File: src/rtl/aes_enc_seq_ctrl.sv
// aes_enc_seq_ctrl: handshake-driven sequencer for the multi-cycle AES encryption engine
package aes_enc_seq_pkg;
  typedef enum logic [1:0] {
    KEXP_NOOP    = 2'd0,
    KEXP_ENC_128 = 2'd1,
    KEXP_ENC_192 = 2'd2,
    KEXP_ENC_256 = 2'd3
  } kexp_mode_e;
endpackage

module aes_enc_seq_ctrl
  import aes_enc_seq_pkg::*;
#(
  parameter int BLK_W = 128,
  parameter int KEY_W = 256
) (
  input  logic             clk,
  input  logic             rst_n,
  input  logic             in_valid,
  output logic             in_ready,
  input  logic [1:0]       in_mode,
  input  logic [KEY_W-1:0] in_key,
  input  logic [BLK_W-1:0] in_data,
  output kexp_mode_e       kexp_mode_o,
  output logic [KEY_W-1:0] kexp_key_o,
  input  logic [BLK_W-1:0] kexp_rk_i,
  output logic [BLK_W-1:0] rnd_state_o,
  output logic             rnd_last_o,
  input  logic [BLK_W-1:0] rnd_out_i,
  output logic             out_valid,
  input  logic             out_ready,
  output logic [BLK_W-1:0] out_data,
  output logic             busy,
  output logic             err_o
);
  typedef enum logic [1:0] {IDLE, KLOAD, ROUNDS, DONE} state_e;

  state_e           state_q, state_d;
  kexp_mode_e       mode_q, acc_mode;
  logic [3:0]       k_q, nr_q, acc_nr;
  logic [KEY_W-1:0] key_q, acc_key;
  logic [BLK_W-1:0] data_q, st_q;
  logic             err_q, req_ok, req_bad, last_k;

  assign req_ok  = state_q == IDLE && in_valid && in_mode != 2'b11;
  assign req_bad = state_q == IDLE && in_valid && in_mode == 2'b11;
  assign last_k  = k_q == nr_q;

  // Decode the requested mode: key-expansion command, round count and zeroed unused key words
  always_comb begin
    acc_mode = in_mode == 2'b00 ? KEXP_ENC_128 : in_mode == 2'b01 ? KEXP_ENC_192 : KEXP_ENC_256;
    acc_nr   = in_mode == 2'b00 ? 4'd10 : in_mode == 2'b01 ? 4'd12 : 4'd14;
    acc_key  = in_mode == 2'b00 ? {in_key[255:128], 128'd0} :
               in_mode == 2'b01 ? {in_key[255:64], 64'd0} : in_key;
  end

  // Sequencer state register
  always_ff @(posedge clk or negedge rst_n)
    if (!rst_n) state_q <= IDLE;
    else state_q <= state_d;

  // Next state: once KLOAD is entered the sequence runs to DONE without stalling
  always_comb begin
    state_d = state_q;
    case (state_q)
      IDLE:    state_d = req_ok ? KLOAD : IDLE;
      KLOAD:   state_d = ROUNDS;
      ROUNDS:  state_d = last_k ? DONE : ROUNDS;
      DONE:    state_d = out_ready ? IDLE : DONE;
      default: state_d = IDLE;
    endcase
  end

  // Request capture, round counter, round-state register with AddRoundKey, error pulse
  always_ff @(posedge clk or negedge rst_n)
    if (!rst_n) begin
      mode_q <= KEXP_NOOP;
      nr_q   <= 4'd0;
      key_q  <= '0;
      data_q <= '0;
      st_q   <= '0;
      k_q    <= 4'd0;
      err_q  <= 1'b0;
    end else begin
      err_q <= req_bad;
      k_q   <= state_q == ROUNDS ? k_q + 4'd1 : 4'd0;
      if (req_ok) begin
        mode_q <= acc_mode;
        nr_q   <= acc_nr;
        key_q  <= acc_key;
        data_q <= in_data;
      end
      if (state_q == ROUNDS) st_q <= (k_q == 4'd0 ? data_q : rnd_out_i) ^ kexp_rk_i;
    end

  // Key expansion steps in KLOAD and every round but the last, so it is back at load on the final key
  assign kexp_mode_o = (state_q == KLOAD || (state_q == ROUNDS && !last_k)) ? mode_q : KEXP_NOOP;
  assign kexp_key_o  = key_q;
  assign rnd_state_o = st_q;
  assign rnd_last_o  = state_q == ROUNDS && last_k;
  assign out_data    = st_q;
  assign out_valid   = state_q == DONE;
  assign in_ready    = state_q == IDLE;
  assign busy        = state_q != IDLE;
  assign err_o       = err_q;
endmodule

File: config.mk
export PLATFORM = sky130hd
export DESIGN_NAME = aes_enc_seq_ctrl
export DESIGN_NICKNAME = d
export VERILOG_FILES = /design/src/rtl/aes_enc_seq_ctrl.sv
export SDC_FILE = /design/constraint.sdc
export NUM_CORES = 1
export LEC_CHECK = 0
export ABC_AREA = 1
export CAP_MARGIN = 30
export CORE_AREA = 4 4 458 460
export CTS_CLUSTER_DIAMETER = 40
export DETAILED_ROUTE_END_ITERATION = 6
export DIE_AREA = 0 0 462 464
export HOLD_SLACK_MARGIN = 0.12
export SYNTH_ARGS = -nofsm -noshare
export SYNTH_HDL_FRONTEND = slang
export SYNTH_SLANG_ARGS = --single-unit
File: constraint.sdc
create_clock -name clk -period 2.1 [get_ports clk]
set_input_delay 0.42 -clock clk [delete_from_list [all_inputs] [get_ports clk]]
set_output_delay 0.42 -clock clk [all_outputs]
set_load 0.01 [all_outputs]
Word-level counts from Yosys, hierarchy flattened. Index checks and enable logic that the tools add are counted.

$add $sub $neg: 1. $mul: 0. Divide/modulo/power cells: 0. $lt $le $gt $ge: 0. Equal/unequal tests: 7. Shift operators: 0. Mux-type cells: 13. Bitwise logic cells: 1. Reduce and logical (&&, ||, !) cells: 11.

Operators with widths (count): 128-bit 2-to-1 mux (2); 128-bit XOR (1); 64-bit 2-to-1 mux (1); 2-bit 2-to-1 mux (4); 2-bit one-hot mux with 4 select lines (1); 2-bit == test (second input constant) (3); 1-bit logical AND (5); 4-bit by 1-bit adder with 4-bit output (second input constant) (1); 2-bit by 1-bit == test with 1-bit output (second input constant) (2); 4-bit == test (1); 2-bit logical NOT (2); 4-bit logical NOT (1); 4-bit 2-to-1 mux (1); 1-bit 2-to-1 mux (3); 3-bit 2-to-1 mux (1); 2-bit != test (second input constant) (1); 2-bit nonzero test (1); 1-bit logical NOT (1); 1-bit logical OR (1).

Register bits after elaboration: 525. Latch bits: 0. Memory bits (writable): 0. Memory bits (read-only): 0. Bits of input ports: 646. Logic and storage cells: 41. Memories: 0.

Depth between registers and ports, before layout. Gate-level depths: netlist (run 1).

Depth in word-level cells: 5. Depth in mapped cells: 10. Mapped depth without buffers: 7.

Least setup slack after synthesis (run 1). No wires, ideal clock.

Kind: register -> register. From: register k_q[0]. To: register st_q[120], in the netlist out_data[120]. Setup time: 0.066 ns. Arrival time: 1.445 ns. Required time: 2.034 ns. Slack: 0.590 ns. Cell stages (with the launch flop): 10. Path through: dfrtp_1 inv_1 ha_1 buf_2 buf_2 buf_1 nand3_1 nand3_1 nand3_1 nand2_1.

Word-level cells in the longest chain between the ends: 3.

Ends and longest elaborated chain: start: declaration (line 40) `logic [3:0] k_q, nr_q, acc_nr;`; start signal: assignment (line 86) `k_q <= state_q == ROUNDS ? k_q + 4'd1 : 4'd0;`; 4-bit logical NOT (line 93) `if (state_q == ROUNDS) st_q <= (k_q == 4'd0 ? data_q : rnd_out_i) ^ kexp_rk_i;`; 128-bit 2-to-1 mux (line 93); 128-bit XOR (line 93); end signal: assignment (line 93); end: declaration (line 42) `logic [BLK_W-1:0] data_q, st_q;`.

Every way passes these cells. A chain may end at the register's enable or synchronous reset.

Worst setup path in the final report (run 1).
From: register k_q[3]. To: output port kexp_mode_o[0].

Word-level cells in the longest chain between the ends: 5.

Ends and longest elaborated chain: 4-bit == test (line 47) `assign last_k = k_q == nr_q;`; 1-bit logical NOT (line 97) `assign kexp_mode_o = (state_q == KLOAD || (state_q == ROUNDS && !last_k)) ? mode_q : KEXP_NOOP;`; 1-bit logical AND (line 97); 1-bit logical OR (line 97); 2-bit 2-to-1 mux (line 97); end: declaration (line 24) `output kexp_mode_e kexp_mode_o,`.

Every way passes these cells.

==> results.sh, run 1 <==
export IMPL_die_height_um=464
export IMPL_synthMuxAreaShare_pct=0
export IMPL_place_congestion=0.899
export IMPL_fin_crit_sh_pct=107
export IMPL_ys_seq_elements=522
export IMPL_grt_pass1_wl_um=215000
export IMPL_critPathKind="reg2out"
export IMPL_dieArea_sq_um=214000
export IMPL_ios=1165
export IMPL_timing_reg2reg_setup_slack_ns=0.09
export IMPL_yosysMostFrequentCell="nand2_1"
export IMPL_whs_ns=0.226
export IMPL_p_per_area_nw_per_um2=1520
export IMPL_syn_to_final_growth_pct=69.8
export IMPL_htree_levels=3
export IMPL_max_cap_violations=0
export IMPL_cts_buffers_inserted=102
export IMPL_antenna_found_initial=75
export IMPL_synth_xor_area_share_pct=0.0335
export IMPL_yosys_area_share_simple_pct=31.2
export IMPL_fin_ws_ns=-0.143
export IMPL_status="complete, but fails checks"
export IMPL_drc=0
export IMPL_syn_avg_cell_area_sq_um=7.51
export IMPL_drt_total_wl_um=158000
export IMPL_synthArstFlopShare_pct=100
export IMPL_drtIter0Drc=1740
export IMPL_grt_overflow_total=0
export IMPL_synth_cells=3482
export IMPL_grt_start_max_net_pins=79
export IMPL_synth_edff_count=0
export IMPL_syn_cell_area_sq_um=26200
export IMPL_via_count=28000
export IMPL_holdCritPathClass="in2reg"
export IMPL_fin_crit_ns=2.24
export IMPL_synthTopCellsByCount="1293 x nand2_1, 641 x nand3_1, 522 x dfrtp_1, 398 x inv_1, 152 x buf_4"
export IMPL_p_leak_nw=21.8
export IMPL_worst_slew_pin_slew_ns=0.524
export IMPL_cp_start_kind="register"
export IMPL_arrival_ns=1.82
export IMPL_setup_viol=3
export IMPL_hold_viol_final=0
export IMPL_fillers=22800
export IMPL_slew_headroom_pct=65.0
export IMPL_maxSlewViolCount=0
export IMPL_nets=5250
export IMPL_cts_sinks=522
export IMPL_fmax_mhz=446
export IMPL_rsz0062_at_grt="yes"
export IMPL_portBuffers=1164
export IMPL_viasPerCell=3.77
export IMPL_dieWidth_um=462
export IMPL_synth_compound_area_share_pct=5.06
export IMPL_finalSetupTns_ns=-0.410
export IMPL_ys_types=25
export IMPL_worst_setup_path_end_kind="output pin"
export IMPL_dp_hpwl_um=130000
export IMPL_synth_fa_ha_area_share_pct=0.0957
export IMPL_grt_use_total_pct=14.2
export IMPL_seq_area_frac_synth_pct=49.9
export IMPL_grt_pass1_vias=27700
export IMPL_initial_core_util_pct=12.7
export IMPL_crit_fanout=3
export IMPL_num_rows=167
export IMPL_fin_cells=7434
export IMPL_violations="setup timing"
export IMPL_core_area_sq_um=206000
export IMPL_synth_nets=4130
export IMPL_yosys_area_top_type_share_pct=49.9
export IMPL_cts_tree="done"
export IMPL_cts_buffer_depth=3
export IMPL_yosys_most_used_dff="dfrtp_1"
export IMPL_synth_top_family_by_area="simple AND/OR/NAND/NOR gates"
export IMPL_yosysTopAreaCell="dfrtp_1"
export IMPL_path_clk_slew_ns=0.05
export IMPL_drive_gt1_share_pct=10.2
export IMPL_ys_warn_count=0
export IMPL_ir_drop_v=0.000783
export IMPL_clock_latency_ns=0.74
export IMPL_required_ns=1.68
export IMPL_drt_pass1_iter_count=6
export IMPL_ant_nets=0
export IMPL_dp_cells=7168
export IMPL_fin_util_pct=21.6
export IMPL_skew_ns=0.0543
export IMPL_synth_area_top_cells="dfrtp_1 50%, nand2_1 19%, nand3_1 12%"
export IMPL_total_power_mw=67.6
export IMPL_root_buffer="clkbuf_16"
export IMPL_wl_per_cell_um=21.3
## critical path, stage by stage, from the launching register on
cell and delay, ns:
dfrtp_1 0.41, inv_2 0.06, o21ai_2 0.13, nor2_2 0.05, nand2_2 0.11, nand2_2 0.07
nor2_1 0.10, buf_2 0.16
## state kept, by name (all words and copies together), names as in the netlist
signal and cells:
data_q 128, err_o 1, k_q 4, kexp_key_o 256, mode_q 1, nr_q 2, out_data 128, state_q 2
## path summary, 6_finish.rpt
path                                                  start                           to  cells past startpoint
worst min-delay path                            in_key[208]  kexp_key_o[208]$_DFFE_PN0P_                      3
max in group asynchronous                             rst_n     out_data[87]$_DFFE_PN0P_                      4
worst max register to register         state_q[0]$_DFF_PN0_  kexp_key_o[186]$_DFFE_PN0P_                     10
worst min register to register  kexp_key_o[129]$_DFFE_PN0P_  kexp_key_o[129]$_DFFE_PN0P_                      2
worst max-delay path                       k_q[3]$_DFF_PN0_               kexp_mode_o[0]                      7
min in group asynchronous                             rst_n   kexp_key_o[55]$_DFFE_PN0P_                      2
## power breakdown
group          internal, mW  leakage (nW)  switching (mW)
sequential             14.9          6.46            3.49
clock                  11.2          1.76            6.26
combinational          12.4          13.6            19.3
total                  38.6          21.8            29.1
## layer usage
metal	wire length (um)	up-vias	GRT usage, %
met1	59500	13200	15.7
met3	15900	284	5.41
met4	5950	44	6.23
li1	-	13100	-
met2	76500	1366	24.1
met5	287	-	0
## placed cells by master, fill, tap and decap left out, types with 2 or more instances in the layout
cell / n
clkdlybuf4s15_1: 20
buf_12: 39
clkinv_4: 10
nand2_2: 3
clkbuf_8: 8
o21ai_1: 113
buf_2: 5
inv_1: 393
diode_2: 41
nand2_1: 1290
nor2_1: 8
clkinv_16: 5
clkbuf_1: 11
dfrtp_1: 500
dlygate4sd2_1: 422
inv_8: 4
buf_6: 6
clkbuf_16: 103
nor2_4: 5
dfrtp_2: 22
clkdlybuf4s50_1: 644
buf_4: 171
o21ai_0: 148
inv_2: 7
inv_6: 8
clkdlybuf4s15_2: 29
nand3_1: 641
clkinv_2: 13
dlygate4sd3_1: 17
nor2_2: 2
clkinvlp_4: 15
bufinv_16: 15
## per-stage QoR
stage               setup slack, ns  cell area, sq um
CTS                          -0.313             44200
global placement            -0.0656             40700
finish                       -0.143             44400
floorplan                     0.590             26200
detailed placement          -0.0807             40700
global route                 -0.291             44400
## repair_timing
| action | in CTS | in global routing |
|---|---|---|
| hold buffers | 17 | 0 |
| setup endpoints to repair | 486 | 10 |
| hold endpoints to repair | 297 | 0 |
| resized for setup | 610 | 14 |
| buffers inserted | 14 | 3 |
| pin swaps | 4 | 3 |
## layout make-up
| type | count | area (sq um) | share of cell area (%) |
|---|---|---|---|
| sequential | 522 | 13100 | 29.5 |
| clock buffer | 122 | 2730 | 6.14 |
| multi-input combinational | 2219 | 9580 | 21.6 |
| timing repair buffer | 1355 | 13000 | 29.3 |
| inverter | 402 | 1530 | 3.45 |
| antenna | 41 | 103 | 0.231 |
| tap | 2704 | 3380 | 7.62 |
| clock inverter | 69 | 972 | 2.19 |
## cell families (layout without fill, tap and decap cells)
logic type | Yosys count | count (layout)
AND/OR/NAND/NOR | 1952 | 1952
buffers and inverters | 741 | 1948
flip-flops | 522 | 522
AO/OA/AOI/OAI | 264 | 264
adder cells (fa/ha/maj) | 2 | 2
XOR/XNOR | 1 | 1
other | 0 | 41
Power figures use the tool's default switching activity.
==> inputs of run 2 (changes only) <==
--- a/config.mk
+++ b/config.mk
@@ -7,11 +7,12 @@
 export LEC_CHECK = 0
 export ABC_AREA = 1
 export CAP_MARGIN = 30
-export CORE_AREA = 4 4 458 460
+export CORE_AREA = 4 4 454 456
 export CTS_CLUSTER_DIAMETER = 40
 export DETAILED_ROUTE_END_ITERATION = 6
-export DIE_AREA = 0 0 462 464
+export DIE_AREA = 0 0 458 460
 export HOLD_SLACK_MARGIN = 0.12
+export PLACE_DENSITY_LB_ADDON = 0.08
 export SYNTH_ARGS = -nofsm -noshare
 export SYNTH_HDL_FRONTEND = slang
 export SYNTH_SLANG_ARGS = --single-unit
==> results.sh, run 2 (synthesized netlist as in run 1, its figures left out) <==
export IMPL_ios=1165
export IMPL_htree_levels=4
export IMPL_timing_reg2reg_setup_slack_ns=0.13
export IMPL_cts_buffers_inserted=170
export IMPL_viasPerCell=3.63
export IMPL_drc=0
export IMPL_skew_ns=0.0451
export IMPL_rsz0062_at_grt="yes"
export IMPL_grt_pass1_wl_um=225000
export IMPL_path_delay_family="flip-flops"
export IMPL_cts_sinks=522
export IMPL_dieArea_sq_um=211000
export IMPL_largest_reg_flops=256
export IMPL_grt_use_total_pct=15.0
export IMPL_slew_headroom_pct=68.8
export IMPL_worst_path_buf_inv=3
export IMPL_hold_depth=3
export IMPL_grt_overflow_total=0
export IMPL_critPathMaxStageDelay_ns=0.42
export IMPL_required_ns=1.68
export IMPL_cp_start_kind="register"
export IMPL_num_rows=165
export IMPL_max_cap_violations=0
export IMPL_die_height_um=460
export IMPL_drtIter0Drc=1330
export IMPL_path_clk_slew_ns=0.04
export IMPL_cts_tree="done"
export IMPL_root_buffer="clkbuf_16"
export IMPL_layout_common_cells="1289 x nand2_1, 643 x clkdlybuf4s50_1, 641 x nand3_1"
export IMPL_portBuffers=1164
export IMPL_wl_per_cell_um=21.3
export IMPL_p_leak_nw=23.5
export IMPL_nets=5422
export IMPL_worstPathCellList="buf_6 -> nand2_2 -> inv_2 -> nor2_2 -> nand2_4 -> nor2_4 -> buf_6"
export IMPL_dieWidth_um=458
export IMPL_worst_slew_pin_slew_ns=0.466
export IMPL_final_common_cell="nand2_1"
export IMPL_place_congestion=0.796
export IMPL_syn_to_final_growth_pct=82.4
export IMPL_hold_viol_final=0
export IMPL_core_area_sq_um=202000
export IMPL_p_seq_share_pct=25.0
export IMPL_drt_pass1_iter_count=5
export IMPL_holdCritPathClass="in2reg"
export IMPL_cts_buffer_depth=3
export IMPL_fmax_mhz=446
export IMPL_fin_ws_ns=-0.142
export IMPL_critPathKind="reg2out"
export IMPL_worstHoldEndpoint="err_o$_DFF_PN0_"
export IMPL_maxSlewViolCount=0
export IMPL_status="complete, but fails checks"
export IMPL_slowest_stage="dfrtp_2"
export IMPL_ant_nets=0
export IMPL_crit_fanout=3
export IMPL_arrival_ns=1.82
export IMPL_combPwrFrac_pct=40.9
export IMPL_dp_hpwl_um=126000
export IMPL_initial_core_util_pct=13.0
export IMPL_total_power_mw=73.5
export IMPL_fin_crit_sh_pct=107
export IMPL_antenna_found_initial=79
export IMPL_p_int_mw=44.4
export IMPL_drt_total_wl_um=162000
export IMPL_fin_crit_ns=2.24
export IMPL_power_switching_mw=29.1
export IMPL_ir_drop_v=0.000742
export IMPL_setup_viol=3
export IMPL_worst_r2r_path_depth=11
export IMPL_p_per_area_nw_per_um2=1540
export IMPL_r2r_start="state_q[0]$_DFF_PN0_"
export IMPL_worst_setup_path_end_kind="output pin"
export IMPL_violations="setup timing"
export IMPL_r2r_end="kexp_key_o[36]$_DFFE_PN0P_"
export IMPL_crit_top_cell="buf_6"
export IMPL_via_count=27700
export IMPL_grt_pass1_vias=28900
export IMPL_hp_start="in_mode[1]"
export IMPL_drive_gt1_share_pct=11.2
export IMPL_pre_cts_ws_ns=0.00112
export IMPL_fillers=22300
export IMPL_clock_latency_ns=0.78
export IMPL_switching_share_pct=39.6
export IMPL_p_clk_share_pct=34.0
export IMPL_grt_start_max_net_pins=69
run 2: cell count changes in the layout (fill, tap and decap cells not counted), moves of 18 or more:
cell	previous run	this run
clkbuf_1	11	36
dfrtp_2	22	47
clkbuf_16	103	171
buf_12	39	57
dfrtp_1	500	475
clkbuf_8	8	42
clkdlybuf4s15_2	29	11
clkinv_2	13	41
dlygate4sd2_1	422	479
dlygate4sd3_1	17	120
buf_4	171	107
run 2: metal layers:
| metal | global-route usage (%) | vias up | share of wire (%) |
|---|---|---|---|
| li1 | - | 13500 | - |
| met1 | 16.2 | 12800 | 39 |
| met2 | 25.7 | 1018 | 49 |
| met3 | 7.39 | 285 | 10 |
| met4 | 4.85 | 74 | 2.4 |
| met5 | 0 | - | 0.30 |
run 2: how the worst max path moves through the flow:
stage                     startpoint                   endpoint  slack (ns)  depth (start not counted)
3_3_place_gp    state_q[0]$_DFF_PN0_                 rnd_last_o        0.03                          6
3_5_place_dp                in_valid    data_q[104]$_DFFE_PN0P_       0.001                          8
4_1_cts        mode_q[0]$_DFFE_PN0P_             kexp_mode_o[0]       -0.27                          8
5_1_grt         state_q[0]$_DFF_PN0_             kexp_mode_o[1]       -0.33                          7
6_report        state_q[0]$_DFF_PN0_             kexp_mode_o[1]       -0.14                          7
2_1_floorplan       k_q[0]$_DFF_PN0_  out_data[120]$_DFFE_PN0P_        0.59                          9
run 2: tightest hold or removal path, delay by kind of cell:
kind	cells	cell delay (ns)
buffers and inverters	1	0.17
and+or+nand+nor	2	0.29
run 2: timing repair:
| item | in CTS | in global routing |
|---|---|---|
| buffers inserted | 24 | 1 |
| endpoints found under the hold margin | 452 | 0 |
| hold buffers | 121 | 0 |
| resized for setup | 680 | 20 |
| pin swaps | 1 | 5 |
| endpoints found under the setup margin | 519 | 7 |
run 2: cell type report:
cell class	count	area [sq um]	area share [%]
clock inverters	62	713	1.50
inverters	402	1540	3.23
flip-flops and latches	522	13100	27.5
repair buffers	1459	14300	30.0
well taps	2672	3340	7.01
clock buffers	249	4990	10.5
diodes	36	90.1	0.189
multi-input cells	2219	9590	20.1
run 2: per-stage QoR:
step	setup TNS, ns	utilization (%)	hold WS [ns]	std cells	cell area (sq um)
2_1_floorplan	0	-	0.124	3482	26200
3_3_place_gp	0	20.3	0.324	7128	41000
3_5_place_dp	0	20.3	0.325	7128	41000
4_1_cts	-0.781	23.6	0.120	7584	47600
5_1_grt	-1.27	23.6	0.142	7597	47600
6_report	-0.392	23.6	0.185	7621	47700
run 2: power by group through the flow:
stage	Combinational (mW)	Sequential (mW)	Clock (mW)
5_1_grt	33.6	19.1	26.4
2_1_floorplan	14.7	19.1	0
3_3_place_gp	33.4	18.8	0
4_1_cts	31.2	18.6	25.8
6_report	30.1	18.4	25.0
3_5_place_dp	33.3	18.9	0
==> inputs of run 3 (changes only) <==
--- a/config.mk
+++ b/config.mk
@@ -13,6 +13,7 @@
 export DIE_AREA = 0 0 458 460
 export HOLD_SLACK_MARGIN = 0.12
 export PLACE_DENSITY_LB_ADDON = 0.08
+export SKIP_CTS_REPAIR_TIMING = 1
 export SYNTH_ARGS = -nofsm -noshare
 export SYNTH_HDL_FRONTEND = slang
 export SYNTH_SLANG_ARGS = --single-unit
==> results.sh, run 3 (synthesized netlist as in run 1, its figures left out) <==
export IMPL_cts_sinks=522
export IMPL_maxSlewViolCount=0
export IMPL_dpl_cell_area_sq_um=41000
export IMPL_dieWidth_um=458
export IMPL_path_clk_slew_ns=0.04
export IMPL_cts_tree="done"
export IMPL_grt_pass1_wl_um=223000
export IMPL_whs_ns=0.171
export IMPL_cp_start_kind="register"
export IMPL_fin_crit_ns=2.28
export IMPL_drtIter0Drc=1276
export IMPL_largest_reg_flops=256
export IMPL_fmax_mhz=439
export IMPL_viasPerCell=3.63
export IMPL_cts_buffer_depth=3
export IMPL_p_int_mw=46.3
export IMPL_slew_headroom_pct=65.0
export IMPL_root_buffer="clkbuf_16"
export IMPL_syn_to_final_growth_pct=84.9
export IMPL_htree_levels=4
export IMPL_place_congestion=0.796
export IMPL_p_leak_nw=27.9
export IMPL_drc=0
export IMPL_rsz0062_at_grt="yes"
export IMPL_num_rows=165
export IMPL_final_common_cell="nand2_1"
export IMPL_fin_area_sq_um=48400
export IMPL_ir_drop_v=0.000742
export IMPL_p_seq_share_pct=24.6
export IMPL_grt_overflow_total=0
export IMPL_grt_start_max_net_pins=69
export IMPL_seq_area_sq_um=13100
export IMPL_pre_cts_ws_ns=0.00112
export IMPL_worst_slew_pin_slew_ns=0.524
export IMPL_grt_pass1_vias=28200
export IMPL_fin_ws_ns=-0.177
export IMPL_dp_hpwl_um=126000
export IMPL_grt_use_total_pct=14.9
export IMPL_initial_core_util_pct=13.0
export IMPL_antenna_found_initial=84
export IMPL_critPathKind="reg2out"
export IMPL_hold_viol_final=0
export IMPL_fin_crit_sh_pct=108
export IMPL_power_switching_mw=28.9
export IMPL_worst_setup_path_end_kind="output pin"
export IMPL_arrival_ns=1.86
export IMPL_clock_latency_ns=0.78
export IMPL_switching_share_pct=38.4
export IMPL_crit_fanout=4
export IMPL_wl_per_cell_um=21.6
export IMPL_required_ns=1.68
export IMPL_crit_start="state_q[0]$_DFF_PN0_"
export IMPL_dieArea_sq_um=211000
export IMPL_p_clk_share_pct=33.3
export IMPL_skew_ns=0.0467
export IMPL_drive_gt1_share_pct=11.0
export IMPL_die_height_um=460
export IMPL_hp_start="in_key[192]"
export IMPL_max_cap_violations=0
export IMPL_holdCritPathClass="in2reg"
export IMPL_r2r_start="state_q[0]$_DFF_PN0_"
export IMPL_fillers=22100
export IMPL_setup_viol=4
export IMPL_drt_pass1_iter_count=6
export IMPL_core_area_sq_um=202000
export IMPL_violations="setup timing"
export IMPL_status="complete, but fails checks"
export IMPL_combPwrFrac_pct=42.2
export IMPL_p_per_area_nw_per_um2=1550
export IMPL_multi_input_area_sq_um=9570
export IMPL_nets=5304
export IMPL_layout_common_cells="1289 x nand2_1, 643 x clkdlybuf4s50_1, 641 x nand3_1"
export IMPL_portBuffers=1164
export IMPL_cts_buffers_inserted=170
export IMPL_via_count=27200
export IMPL_ios=1165
export IMPL_ant_nets=0
export IMPL_drt_total_wl_um=162000
-- run 3: changes by cell type in the layout (fill, tap and decap cells not counted), sizes merged --
cell | previous run | this run
diode | 36 | 34
clkbuf | 252 | 251
clkdlybuf4s15 | 22 | 0
dlygate4sd2 | 479 | 0
dlymetal6s2s | 0 | 511
dlygate4sd3 | 120 | 3
buf | 192 | 182
-- run 3: area by class of cell --
type	instances	area share [%]
diodes	34	0.176
clock buffers	249	10.3
clock inverters	62	1.47
inverters	402	3.18
multi-input cells	2219	19.8
flip-flops and latches	522	27.1
well taps	2672	6.91
repair buffers	1341	31.0
-- run 3: critical path, cell delays in order (launching register included) --
cell	delay, ns
dfrtp_2	0.42
buf_6	0.11
inv_2	0.02
nand2_2	0.08
inv_2	0.05
nor2_1	0.12
nand2_2	0.08
nor2_2	0.11
buf_6	0.13
-- run 3: power groups by stage --
| stage | registers, mW | clock network, mW | logic (mW) |
|---|---|---|---|
| 2_1_floorplan | 19.1 | 0 | 14.7 |
| 3_3_place_gp | 18.8 | 0 | 33.4 |
| 3_5_place_dp | 18.9 | 0 | 33.3 |
| 4_1_cts | 18.9 | 25.8 | 33.5 |
| 5_1_grt | 19.1 | 26.4 | 35.3 |
| 6_report | 18.5 | 25.0 | 31.7 |
-- run 3: per-stage QoR --
step / TNS, ns / power [mW] / util [%] / instances
6_report: -0.537 / 75.2 / 24.0 / 7501
5_1_grt: -2.29 / 80.9 / 24.0 / 7479
4_1_cts: -90.04 / 78.2 / 23.1 / 7439
3_5_place_dp: 0 / 52.2 / 20.3 / 7128
3_3_place_gp: 0 / 52.3 / 20.3 / 7128
2_1_floorplan: 0 / 33.8 / - / 3482
-- run 3: final timing paths --
kind	end	slack, ns	depth (start not counted)
max	kexp_mode_o[1]	-0.18	8
min	kexp_key_o[192]$_DFFE_PN0P_	0.17	3
max reg2reg	kexp_key_o[36]$_DFFE_PN0P_	0.10	11
min reg2reg	kexp_key_o[247]$_DFFE_PN0P_	0.47	2
max in group asynchronous	kexp_key_o[239]$_DFFE_PN0P_	1.15	4
min in group asynchronous	data_q[85]$_DFFE_PN0P_	0.30	3
-- run 3: metal layers --
layer  up-vias  part of all wire [%]  global-route usage (%)
li1      13200                     -                       -
met1     12600                    38                    16.0
met2      1045                    49                    25.4
met3       286                    10                    7.63
met4        76                   2.5                    4.63
met5         -                  0.31                       0
